--- src/rtl/cdb_broadcast_arbiter_pkg.sv ---
// cdb_broadcast_arbiter_pkg: common data bus field widths and the entry layout
// shared by the arbiter and the bus snoopers.
package cdb_broadcast_arbiter_pkg;
  localparam int TAG_W = 5;
  localparam int DEST_W = 5;
  localparam int DATA_W = 32;
  localparam int CDB_ENTRY_W = TAG_W + DEST_W + DATA_W + 1;
  typedef struct packed {
    logic              wr;
    logic [TAG_W-1:0]  tag;
    logic [DEST_W-1:0] dest;
    logic [DATA_W-1:0] data;
  } cdb_entry_t;
endpackage

--- src/rtl/cdb_src_fifo.sv ---
// cdb_src_fifo: per-producer result buffer; flush empties it and drops that cycle's push.
module cdb_src_fifo
  import cdb_broadcast_arbiter_pkg::*;
#(
  parameter int DEPTH = 2
) (
  input  logic       clk,
  input  logic       rst,
  input  logic       flush,
  input  logic       push,
  input  logic       pop,
  input  cdb_entry_t din,
  output cdb_entry_t dout,
  output logic       empty,
  output logic       full
);
  localparam int AW = $clog2(DEPTH);
  cdb_entry_t mem_q [DEPTH];
  logic [AW-1:0] head_q, head_d, tail_q, tail_d;
  logic [AW:0] count_q, count_d;
  logic do_push, do_pop;
  assign empty = count_q == '0;
  assign full = count_q == (AW+1)'(DEPTH);
  assign dout = mem_q[head_q];
  // Full blocks the push even when the head leaves this cycle: no bypass.
  assign do_push = push & ~full & ~flush;
  assign do_pop = pop & ~empty & ~flush;
  always_comb begin
    head_d = flush ? '0 : head_q + AW'(do_pop);
    tail_d = flush ? '0 : tail_q + AW'(do_push);
    count_d = flush ? '0 : count_q + (AW+1)'(do_push) - (AW+1)'(do_pop);
  end
  always_ff @(posedge clk or negedge rst) begin
    if (!rst) begin
      head_q <= '0;
      tail_q <= '0;
      count_q <= '0;
    end else begin
      head_q <= head_d;
      tail_q <= tail_d;
      count_q <= count_d;
    end
  end
  always_ff @(posedge clk) begin
    if (do_push) mem_q[tail_q] <= din;
  end
endmodule

--- src/rtl/cdb_broadcast_arbiter.sv ---
// cdb_broadcast_arbiter: buffers results from NSRC producers and broadcasts up to two
// per cycle on two registered CDB lanes, granting round-robin.
module cdb_broadcast_arbiter
  import cdb_broadcast_arbiter_pkg::*;
#(
  parameter int NSRC = 4,
  parameter int DEPTH = 2
) (
  input  logic                clk,
  input  logic                rst,
  input  logic                flush,
  input  logic [NSRC-1:0]     src_valid,
  input  logic [NSRC-1:0]     src_wr,
  input  logic [5*NSRC-1:0]   src_tag,
  input  logic [5*NSRC-1:0]   src_dest,
  input  logic [32*NSRC-1:0]  src_data,
  output logic [NSRC-1:0]     src_ready,
  output logic                cdb1_valid,
  output logic                cdb1_wr,
  output logic [4:0]          cdb1_tag,
  output logic [4:0]          cdb1_dest,
  output logic [31:0]         cdb1_data,
  output logic                cdb2_valid,
  output logic                cdb2_wr,
  output logic [4:0]          cdb2_tag,
  output logic [4:0]          cdb2_dest,
  output logic [31:0]         cdb2_data
);
  localparam int RW = NSRC > 1 ? $clog2(NSRC) : 1;
  cdb_entry_t head [NSRC];
  cdb_entry_t l1_q, l1_d, l2_q, l2_d;
  logic [NSRC-1:0] empty, full, pop;
  logic [RW-1:0] rr_q, rr_d, g1, g2, last;
  logic g1_v, g2_v, v1_q, v1_d, v2_q, v2_d;
  int idx;
  for (genvar i = 0; i < NSRC; i++) begin : g_src
    cdb_src_fifo #(.DEPTH(DEPTH)) u_fifo (
      .clk(clk), .rst(rst), .flush(flush), .push(src_valid[i]), .pop(pop[i]),
      .din({src_wr[i], src_tag[5*i+:5], src_dest[5*i+:5], src_data[32*i+:32]}),
      .dout(head[i]), .empty(empty[i]), .full(full[i])
    );
  end
  assign src_ready = ~full;
  // Scan from rr: the first non-empty source takes lane1, the next takes lane2.
  always_comb begin
    g1 = '0;
    g2 = '0;
    g1_v = 1'b0;
    g2_v = 1'b0;
    idx = 0;
    for (int k = 0; k < NSRC; k++) begin
      idx = int'(rr_q) + k;
      if (idx >= NSRC) idx = idx - NSRC;
      if (!empty[idx] && !g1_v) begin
        g1 = RW'(idx);
        g1_v = 1'b1;
      end else if (!empty[idx] && !g2_v) begin
        g2 = RW'(idx);
        g2_v = 1'b1;
      end
    end
    pop = '0;
    if (g1_v) pop[g1] = 1'b1;
    if (g2_v) pop[g2] = 1'b1;
    last = g2_v ? g2 : g1;
    rr_d = flush ? '0 : !g1_v ? rr_q : last == RW'(NSRC-1) ? '0 : last + RW'(1);
    v1_d = g1_v & ~flush;
    v2_d = g2_v & ~flush;
    l1_d = v1_d ? head[g1] : {1'b0, l1_q.tag, l1_q.dest, l1_q.data};
    l2_d = v2_d ? head[g2] : {1'b0, l2_q.tag, l2_q.dest, l2_q.data};
  end
  always_ff @(posedge clk or negedge rst) begin
    if (!rst) begin
      rr_q <= '0;
      v1_q <= 1'b0;
      v2_q <= 1'b0;
      l1_q <= '0;
      l2_q <= '0;
    end else begin
      rr_q <= rr_d;
      v1_q <= v1_d;
      v2_q <= v2_d;
      l1_q <= l1_d;
      l2_q <= l2_d;
    end
  end
  assign cdb1_valid = v1_q;
  assign cdb1_wr = l1_q.wr;
  assign cdb1_tag = l1_q.tag;
  assign cdb1_dest = l1_q.dest;
  assign cdb1_data = l1_q.data;
  assign cdb2_valid = v2_q;
  assign cdb2_wr = l2_q.wr;
  assign cdb2_tag = l2_q.tag;
  assign cdb2_dest = l2_q.dest;
  assign cdb2_data = l2_q.data;
endmodule

--- config.mk ---
export PLATFORM = sky130hd
export DESIGN_NAME = cdb_broadcast_arbiter
export DESIGN_NICKNAME = d
export VERILOG_FILES = /design/src/rtl/cdb_broadcast_arbiter_pkg.sv /design/src/rtl/cdb_src_fifo.sv /design/src/rtl/cdb_broadcast_arbiter.sv
export SDC_FILE = /design/constraint.sdc
export NUM_CORES = 1
export LEC_CHECK = 0
export CAP_MARGIN = 20
export CORE_MARGIN = 8
export CORE_UTILIZATION = 45
export CTS_CLUSTER_SIZE = 25
export DETAILED_ROUTE_END_ITERATION = 12
export PLACE_DENSITY = 0.68
export SYNTH_ARGS = -nofsm -noshare
export SYNTH_HDL_FRONTEND = slang
export SYNTH_SLANG_ARGS = --single-unit
export TNS_END_PERCENT = 50
--- constraint.sdc ---
create_clock -name clk -period 5.5 [get_ports clk]
set_clock_uncertainty 0.2 [all_clocks]
set_input_delay 0.825 -clock clk [delete_from_list [all_inputs] [get_ports clk]]
set_output_delay 0.825 -clock clk [all_outputs]
set_load 0.02 [all_outputs]
==> metrics.md, run 1 <==
| Metric | Value |
|---|---|
| # resized after CTS | `0` |
| Max_slew headroom | `22.7%` |
| Critical Path RT | `5.80 ns` |
| CTS buffer count | `46` |
| Pwr/cell area | `542 mW/mm^2` |
| IO Port Bufs | `270` |
| Slowest stage cell, crit path | `buf_4` |
| CTS max path bufs | `3` |
| Antenna violations before repair | `4` |
| Synth Net Count | `1430` |
| Total of max-cap violations | `0` |
| Leak | `8.67 nW` |
| Dominant register cell in the synthesized netlist | `edfxtp_1` |
| Overall power | `12.9 mW` |
| Commonest cells in the synthesized netlist | `344 x edfxtp_1, 309 x mux2i_1, 106 x dfrtp_1` |
| Global-route wire length before repair | `77.1 mm` |
| Post-CTS setup buffer count | `0` |
| Area share of the largest cell type after synthesis | `54.6%` |
| Startpoint types | `flop` |
| Clock net sink count | `450` |
| Placed Instance Area | `0.0222 sq mm` |
| Cells along the critical path | `o21ai_0 -> a21oi_1 -> or3_4 -> buf_4 -> mux2i_1 -> mux2i_1 -> a21oi_1` |
| Post-synth EDFFs | `344` |
| Period Utilization, post-route | `71.0%` |
| Pin count of the biggest net entering global routing | `87` |
| CTS tree | `yes` |
| Layout cells sized above 1 | `7.43%` |
| Mean post-synth cell area | `15.3 sq um` |
| Crit path largest cell delay | `0.94 ns` |
| Tightest Pin Transition | `1.15 ns` |
| Warnings, synthesis | `0` |
| FP Rows | `75` |
| Routed vias/inst | `5.79` |
| Crit-path max FO | `56` |
| Layout area overhead | `25.6%` |
| Vias after detailed routing | `11900` |
| Yosys reg bits | `450` |
| Distinct cells, synth | `50` |
| Synth top area cells | `edfxtp_1 55%, mux2i_1 16%, dfrtp_1 14%, a21oi_1 2.6%, a222oi_1 2.1%` |
| Setup TNS | `0 ns` |
| Die Wd | `221 um` |
| Status | `finished clean` |
| Residual DRC count | `0` |
| Crit end category | `flop` |
| Peak supply drop | `0.418 mV` |
| Core ar. | `0.0418 sq mm` |
| Routed wire length | `51.9 mm` |
| DRC marker count from the first detailed-route iteration | `1327` |
| First drt pass iteration count | `7` |
| Seq/Total Area, Yosys | `68.6%` |
| Area leader, netlist | `edfxtp_1` |
| Nets | `1677` |
| Via count of the first global-routing pass | `12400` |
| Initial Util | `45.3%` |
| # hold bufs at CTS | `0` |
| Final setup vio count | `0` |
| Gate count of the mapped netlist | `1235` |
| Most common cell in the synthesized netlist | `edfxtp_1` |
| Worst skew pair latency | `0.58 ns` |
| Critical Path AT | `4.21 ns` |
| Final slew viol count | `0` |
| Root Buffer | `clkbuf_16` |
| Async set-reset flop share out of synthesis | `23.6%` |
| Fin. Hold Viols | `0` |
| Synthesized area | `0.0189 sq mm` |
| Congestion Overflow GR | `0` |
| GPL Wtd Cong | `0.804` |
| Io pins | `271` |
| Aggregate global-route resource usage | `20.7%` |
| Max Freq | `256 MHz` |
| Htree depth | `2` |
| RSZ-0062 raised after global routing | `false` |
| Dpl hpwl | `32.1 mm` |
| HP Class | `primary input to async pin` |
| CTS clk-pin slew, worst paths | `0.06 ns` |
| Kind of critical path | `flop to flop` |
| Post-layout min period | `3.91 ns` |
| WL/cell | `25.2 um` |
| Non-Filler Instances | `2062` |
| Placed cells | `1973` |
| Chip height | `221 um` |
| DIE AREA | `0.0489 sq mm` |
| Post-route ant nets | `0` |
| Design Area, Final | `0.0238 sq mm` |
## through the flow
stage | hold WS, ns | utilization [%] | setup slack (ns)
floorplan | 0.329 | - | 2.35
global placement | 0.294 | 53.2 | 1.95
detailed placement | 0.296 | 53.2 | 1.79
CTS | 0.0234 | 56.9 | 1.76
global route | 0.0477 | 56.9 | 1.49
finish | 0.0373 | 56.9 | 1.59
## final timing paths
kind / end / from / depth (start not counted) / slack [ns]
setup / recovery: cdb1_data[2] / rr_q[1] / 7 / 1.59
setup reg to reg: cdb1_data[2] / rr_q[1] / 7 / 1.59
hold / removal: cdb1_data[29] / rst / 1 / 0.04
hold reg to reg: cdb2_tag[1] / cdb2_tag[1] / 1 / 0.31
min in group clk: cdb2_tag[1] / cdb2_tag[1] / 1 / 0.31
max in group asynchronous: cdb2_data[6] / rst / 2 / 3.96
## cells in the final DEF, fill, tap and decap left out, types with 4 or more instances in the layout
cell               n
edfxtp_1         344
mux2i_1          309
clkdlybuf4s50_1  269
dfrtp_1          102
a21oi_1           97
nor2_1            70
clkbuf_16         47
a22o_1            40
a222oi_1          40
nand2_1           21
o21ai_0           18
inv_1             14
buf_4             14
clkbuf_1          11
clkinv_2           9
ha_1               8
clkbuf_8           7
nor3_1             6
xnor2_1            6
xor2_1             6
ha_4               6
bufinv_16          5
and3b_1            4
nor2b_1            4
clkinv_1           4
dfrtp_4            4
## critical path: cells and delay by family, from the launching register on
kind	cells	cell delay, ns
AND/OR/NAND/NOR	1	0.53
flip-flops	1	0.90
AO/OA/AOI/OAI	3	0.73
buffers and inverters	1	0.94
multiplexers	2	0.41
## layer usage
| metal | up-vias | part of all wire [%] | global-route usage [%] |
|---|---|---|---|
| met5 | - | 0.052 | 0 |
| met4 | 4 | 4.0 | 9.86 |
| met3 | 122 | 8.4 | 5.34 |
| met2 | 585 | 47 | 33.3 |
| met1 | 5927 | 40 | 25.9 |
| li1 | 5295 | - | - |
## kinds of logic after synthesis
kind of cell	Yosys count	share of synthesized area, %
buffers and inverters	99	2.31
AND/OR/NAND/NOR	122	2.85
XOR/XNOR	12	0.555
adder cells (fa/ha/maj)	17	1.11
flip-flops	450	68.6
AO/OA/AOI/OAI	225	8.20
multiplexers	310	16.4
## power by group
group | leakage [nW] | internal, mW | switching [mW]
Combinational | 3.47 | 2.18 | 2.68
Clock | 0.774 | 1.91 | 1.30
Sequential | 4.43 | 4.22 | 0.598
## area by class of cell
| type | instances | area, sq um |
|---|---|---|
| diodes | 3 | 7.51 |
| clock buffers | 65 | 1310 |
| clock inverters | 21 | 248 |
| fillers | 3241 | 18000 |
| inverters | 14 | 52.6 |
| multi-input cells | 686 | 5660 |
| flip-flops and latches | 450 | 13000 |
| well taps | 539 | 674 |
| repair buffers | 284 | 2820 |
## flip-flops by register name (all words and copies together) (netlist names)
| signal | count |
|---|---|
| g_src.u_fifo.head_q | 4 |
| rr_q | 2 |
| cdb1_dest | 5 |
| g_src.u_fifo.tail_q | 4 |
| g_src.u_fifo.mem_q | 344 |
| cdb1_wr | 1 |
| cdb2_data | 32 |
| cdb2_valid | 1 |
| cdb2_wr | 1 |
| cdb2_tag | 5 |
| cdb1_valid | 1 |
| cdb1_data | 32 |
| cdb2_dest | 5 |
| cdb1_tag | 5 |
| g_src.u_fifo.count_q | 8 |
Note: power is estimated with default switching activity, not from simulation.
==> run 2: changes to the inputs <==
--- a/config.mk
+++ b/config.mk
@@ -10,7 +10,7 @@
 export CORE_UTILIZATION = 45
 export CTS_CLUSTER_SIZE = 25
 export DETAILED_ROUTE_END_ITERATION = 12
-export PLACE_DENSITY = 0.68
+export PLACE_DENSITY = 0.71
 export SYNTH_ARGS = -nofsm -noshare
 export SYNTH_HDL_FRONTEND = slang
 export SYNTH_SLANG_ARGS = --single-unit
==> constraint.sdc (replaced) <==
create_clock -name clk -period 3.14 [get_ports clk]
set_clock_uncertainty 0.2 [all_clocks]
set_input_delay 0.471 -clock clk [delete_from_list [all_inputs] [get_ports clk]]
set_output_delay 0.471 -clock clk [all_outputs]
set_load 0.02 [all_outputs]
==> run 2 against run 1 <==
Against the previous run:
- worst setup slack lost 1.4 ns
- cell count rose by 2.0%
- first-iteration DRC count decreased by 14%
- die area is the same
- global-route usage increased by 0.87 points
- non-clock buffer count grew 40
- combinational power is 91% higher
==> metrics.md, run 2 (synthesized netlist as in run 1, its figures left out) <==
| Metric | Value |
|---|---|
| Status | `finished clean (unchanged)` |
| Htree depth | `2 (unchanged)` |
| Cell mode on critical path | `mux2i_1` |
| Layout area overhead | `29.3% (was 25.6%)` |
| DIE AREA | `0.0489 sq mm (unchanged)` |
| Cells along the critical path | `or2_2 -> nor3_1 -> or3_4 -> buf_12 -> mux2i_1 -> mux2i_1 -> a21oi_1 (was o21ai_0 -> a21oi_1 -> or3_4 -> buf_4 -> mux2i_1 -> mux2i_1 -> a21oi_1)` |
| Kind of critical path | `flop to flop (unchanged)` |
| Leak | `8.99 nW (was 8.67 nW)` |
| CTS buffer count | `48 (was 46)` |
| Grt met2 use | `36.8% (was 33.3%)` |
| Pwr/cell area | `948 mW/mm^2 (was 542 mW/mm^2)` |
| Tightest Pin Transition | `0.749 ns (was 1.15 ns)` |
| IO Port Bufs | `270 (unchanged)` |
| Post-route ant nets | `0 (unchanged)` |
| Area of the multi-input gates | `0.00569 sq mm (was 0.00566 sq mm)` |
| Storage element area | `0.0130 sq mm (unchanged)` |
| Total of max-cap violations | `0 (unchanged)` |
| Max reg flops | `344 (unchanged)` |
| Congestion Overflow GR | `0 (unchanged)` |
| Busiest grt layer | `met2 (unchanged)` |
| Die Wd | `221 um (unchanged)` |
| Slowest stage cell, crit path | `buf_12 (was buf_4)` |
| RR Startpoint | `g_src[1].u_fifo.count_q[1] (was rr_q[1])` |
| Core ar. | `0.0418 sq mm (unchanged)` |
| Initial Util | `45.3% (unchanged)` |
| HP Class | `primary input to async pin (unchanged)` |
| Via count of the first global-routing pass | `12700 (was 12400)` |
| Global routing usage on met1 | `26.8% (was 25.9%)` |
| WL/cell | `25.6 um (was 25.2 um)` |
| Dpl hpwl | `34.3 mm (was 32.1 mm)` |
| Placed cells | `2012 (was 1973)` |
| M3 GR Usage | `5.21% (was 5.34%)` |
| Crit-path leading delay family | `simple AND/OR/NAND/NOR gates (was buffers and inverters)` |
| Crit end category | `flop (unchanged)` |
| Crit-path max FO | `86 (was 56)` |
| Root Buffer | `clkbuf_16 (unchanged)` |
| Filler cell count | `3157 (was 3241)` |
| FF-to-FF setup slack | `0.18 ns (was 1.59 ns)` |
| Non-Filler Instances | `2104 (was 2062)` |
| Chip height | `221 um (unchanged)` |
| Design Area, Final | `0.0245 sq mm (was 0.0238 sq mm)` |
| Worst skew pair latency | `0.57 ns (was 0.58 ns)` |
| Largest Register | `g_src.u_fifo.mem_q (unchanged)` |
| Residual DRC count | `0 (unchanged)` |
| Nets | `1719 (was 1677)` |
| Critical Path AT | `3.25 ns (was 4.21 ns)` |
| Routed wire length | `53.8 mm (was 51.9 mm)` |
| Post-CTS setup buffer count | `0 (unchanged)` |
| CTS tree | `yes (unchanged)` |
| R2r endpoint | `cdb1_data[7] (was cdb1_data[2])` |
| DRC marker count from the first detailed-route iteration | `1145 (was 1327)` |
| Layout cells sized above 1 | `9.67% (was 7.43%)` |
| Clock net sink count | `450 (unchanged)` |
| Startpoint types | `flop (unchanged)` |
| Critical Path RT | `3.43 ns (was 5.80 ns)` |
| GPL Wtd Cong | `0.846 (was 0.804)` |
| Final Core Density | `58.6% (was 56.9%)` |
| Final setup vio count | `0 (unchanged)` |
| Worst reg2reg path depth | `7 (unchanged)` |
| Vias after detailed routing | `12100 (was 11900)` |
| CTS max path bufs | `3 (unchanged)` |
| Fin. Hold Viols | `0 (unchanged)` |
| Max Freq | `338 MHz (was 256 MHz)` |
| CTS clk-pin slew, worst paths | `0.06 ns (about the same)` |
| Most frequent cells in the layout | `344 x edfxtp_1, 309 x mux2i_1, 269 x clkdlybuf4s50_1 (unchanged)` |
| Crit path buffers/inverters | `1 (unchanged)` |
| Routed vias/inst | `5.75 (was 5.79)` |
| Hold slack | `0.248 ns (was 0.0373 ns)` |
| Pin count of the biggest net entering global routing | `87 (unchanged)` |
| Global-route wire length before repair | `80.1 mm (was 77.1 mm)` |
| FP Rows | `75 (unchanged)` |
| Crit path largest cell delay | `0.47 ns (was 0.94 ns)` |
| Placed Instance Area | `0.0228 sq mm (was 0.0222 sq mm)` |
| Peak supply drop | `0.905 mV (was 0.418 mV)` |
| Aggregate global-route resource usage | `21.6% (was 20.7%)` |
| Io pins | `271 (unchanged)` |
| Antenna violations before repair | `8 (was 4)` |
| Final slew viol count | `0 (unchanged)` |
| Most common cell after layout, fill and taps aside | `edfxtp_1 (unchanged)` |
| First drt pass iteration count | `7 (unchanged)` |
| Period Utilization, post-route | `94.1% (was 71.0%)` |
| Overall power | `23.2 mW (was 12.9 mW)` |
| Max_slew headroom | `50.1% (was 22.7%)` |
| Post-layout min period | `2.96 ns (was 3.91 ns)` |
==> run 2: cell count changes in the layout (fill, tap and decap cells not counted), sizes merged <==
| cell | previous run | this run |
|---|---|---|
| buf | 15 | 54 |
| clkbuf | 65 | 61 |
| clkinv | 13 | 17 |
| bufinv | 5 | 8 |
| inv | 17 | 14 |
| clkinvlp | 0 | 2 |
| dlygate4sd3 | 0 | 1 |
==> run 2: layer usage <==
layer	vias up	part of all wire, %
met5	-	0.17
met4	14	2.5
met3	106	7.2
met2	514	49
met1	6078	41
li1	5381	-
==> run 2: power breakdown <==
part           switching (mW)  internal, mW
clock network            2.27          3.53
registers               0.752          7.39
logic                    5.19          4.10
==> run 2: how the worst max path moves through the flow <==
stage	start	end	slack [ns]	cells past startpoint
2_1_floorplan	g_src[0].u_fifo.count_q[1]	g_src[2].u_fifo.count_q[1]	0.12	16
5_1_grt	g_src[1].u_fifo.count_q[1]	cdb1_data[14]	-0.0007	7
3_5_place_dp	g_src[2].u_fifo.count_q[1]	g_src[3].u_fifo.count_q[1]	0.17	13
4_1_cts	g_src[2].u_fifo.count_q[1]	g_src[3].u_fifo.count_q[1]	0.15	13
3_3_place_gp	g_src[2].u_fifo.count_q[1]	g_src[3].u_fifo.count_q[1]	0.24	13
6_report	g_src[1].u_fifo.count_q[1]	cdb1_data[7]	0.18	7
==> run 2: cell type report <==
cell class	instances	area share (%)
tap	539	2.75
clock inverter	27	1.36
sequential	450	53.1
timing repair buffer	324	14.1
clock buffer	61	5.23
multi-input combinational	686	23.3
antenna	3	0.0307
inverter	14	0.215
==> run 2: stage by stage <==
stage / TNS, ns / worst slack (ns)
2_1_floorplan: 0 / 0.117
3_3_place_gp: 0 / 0.243
3_5_place_dp: 0 / 0.166
4_1_cts: 0 / 0.151
5_1_grt: -0.000684 / -0.000684
6_report: 0 / 0.184
==> run 2: timing repair <==
| action | 4_1_cts | 5_1_grt |
|---|---|---|
| hold endpoints to repair | 31 | 0 |
| hold buffers | 1 | 0 |
| resized for setup | 0 | 2 |
| setup endpoints to repair | 0 | 2 |
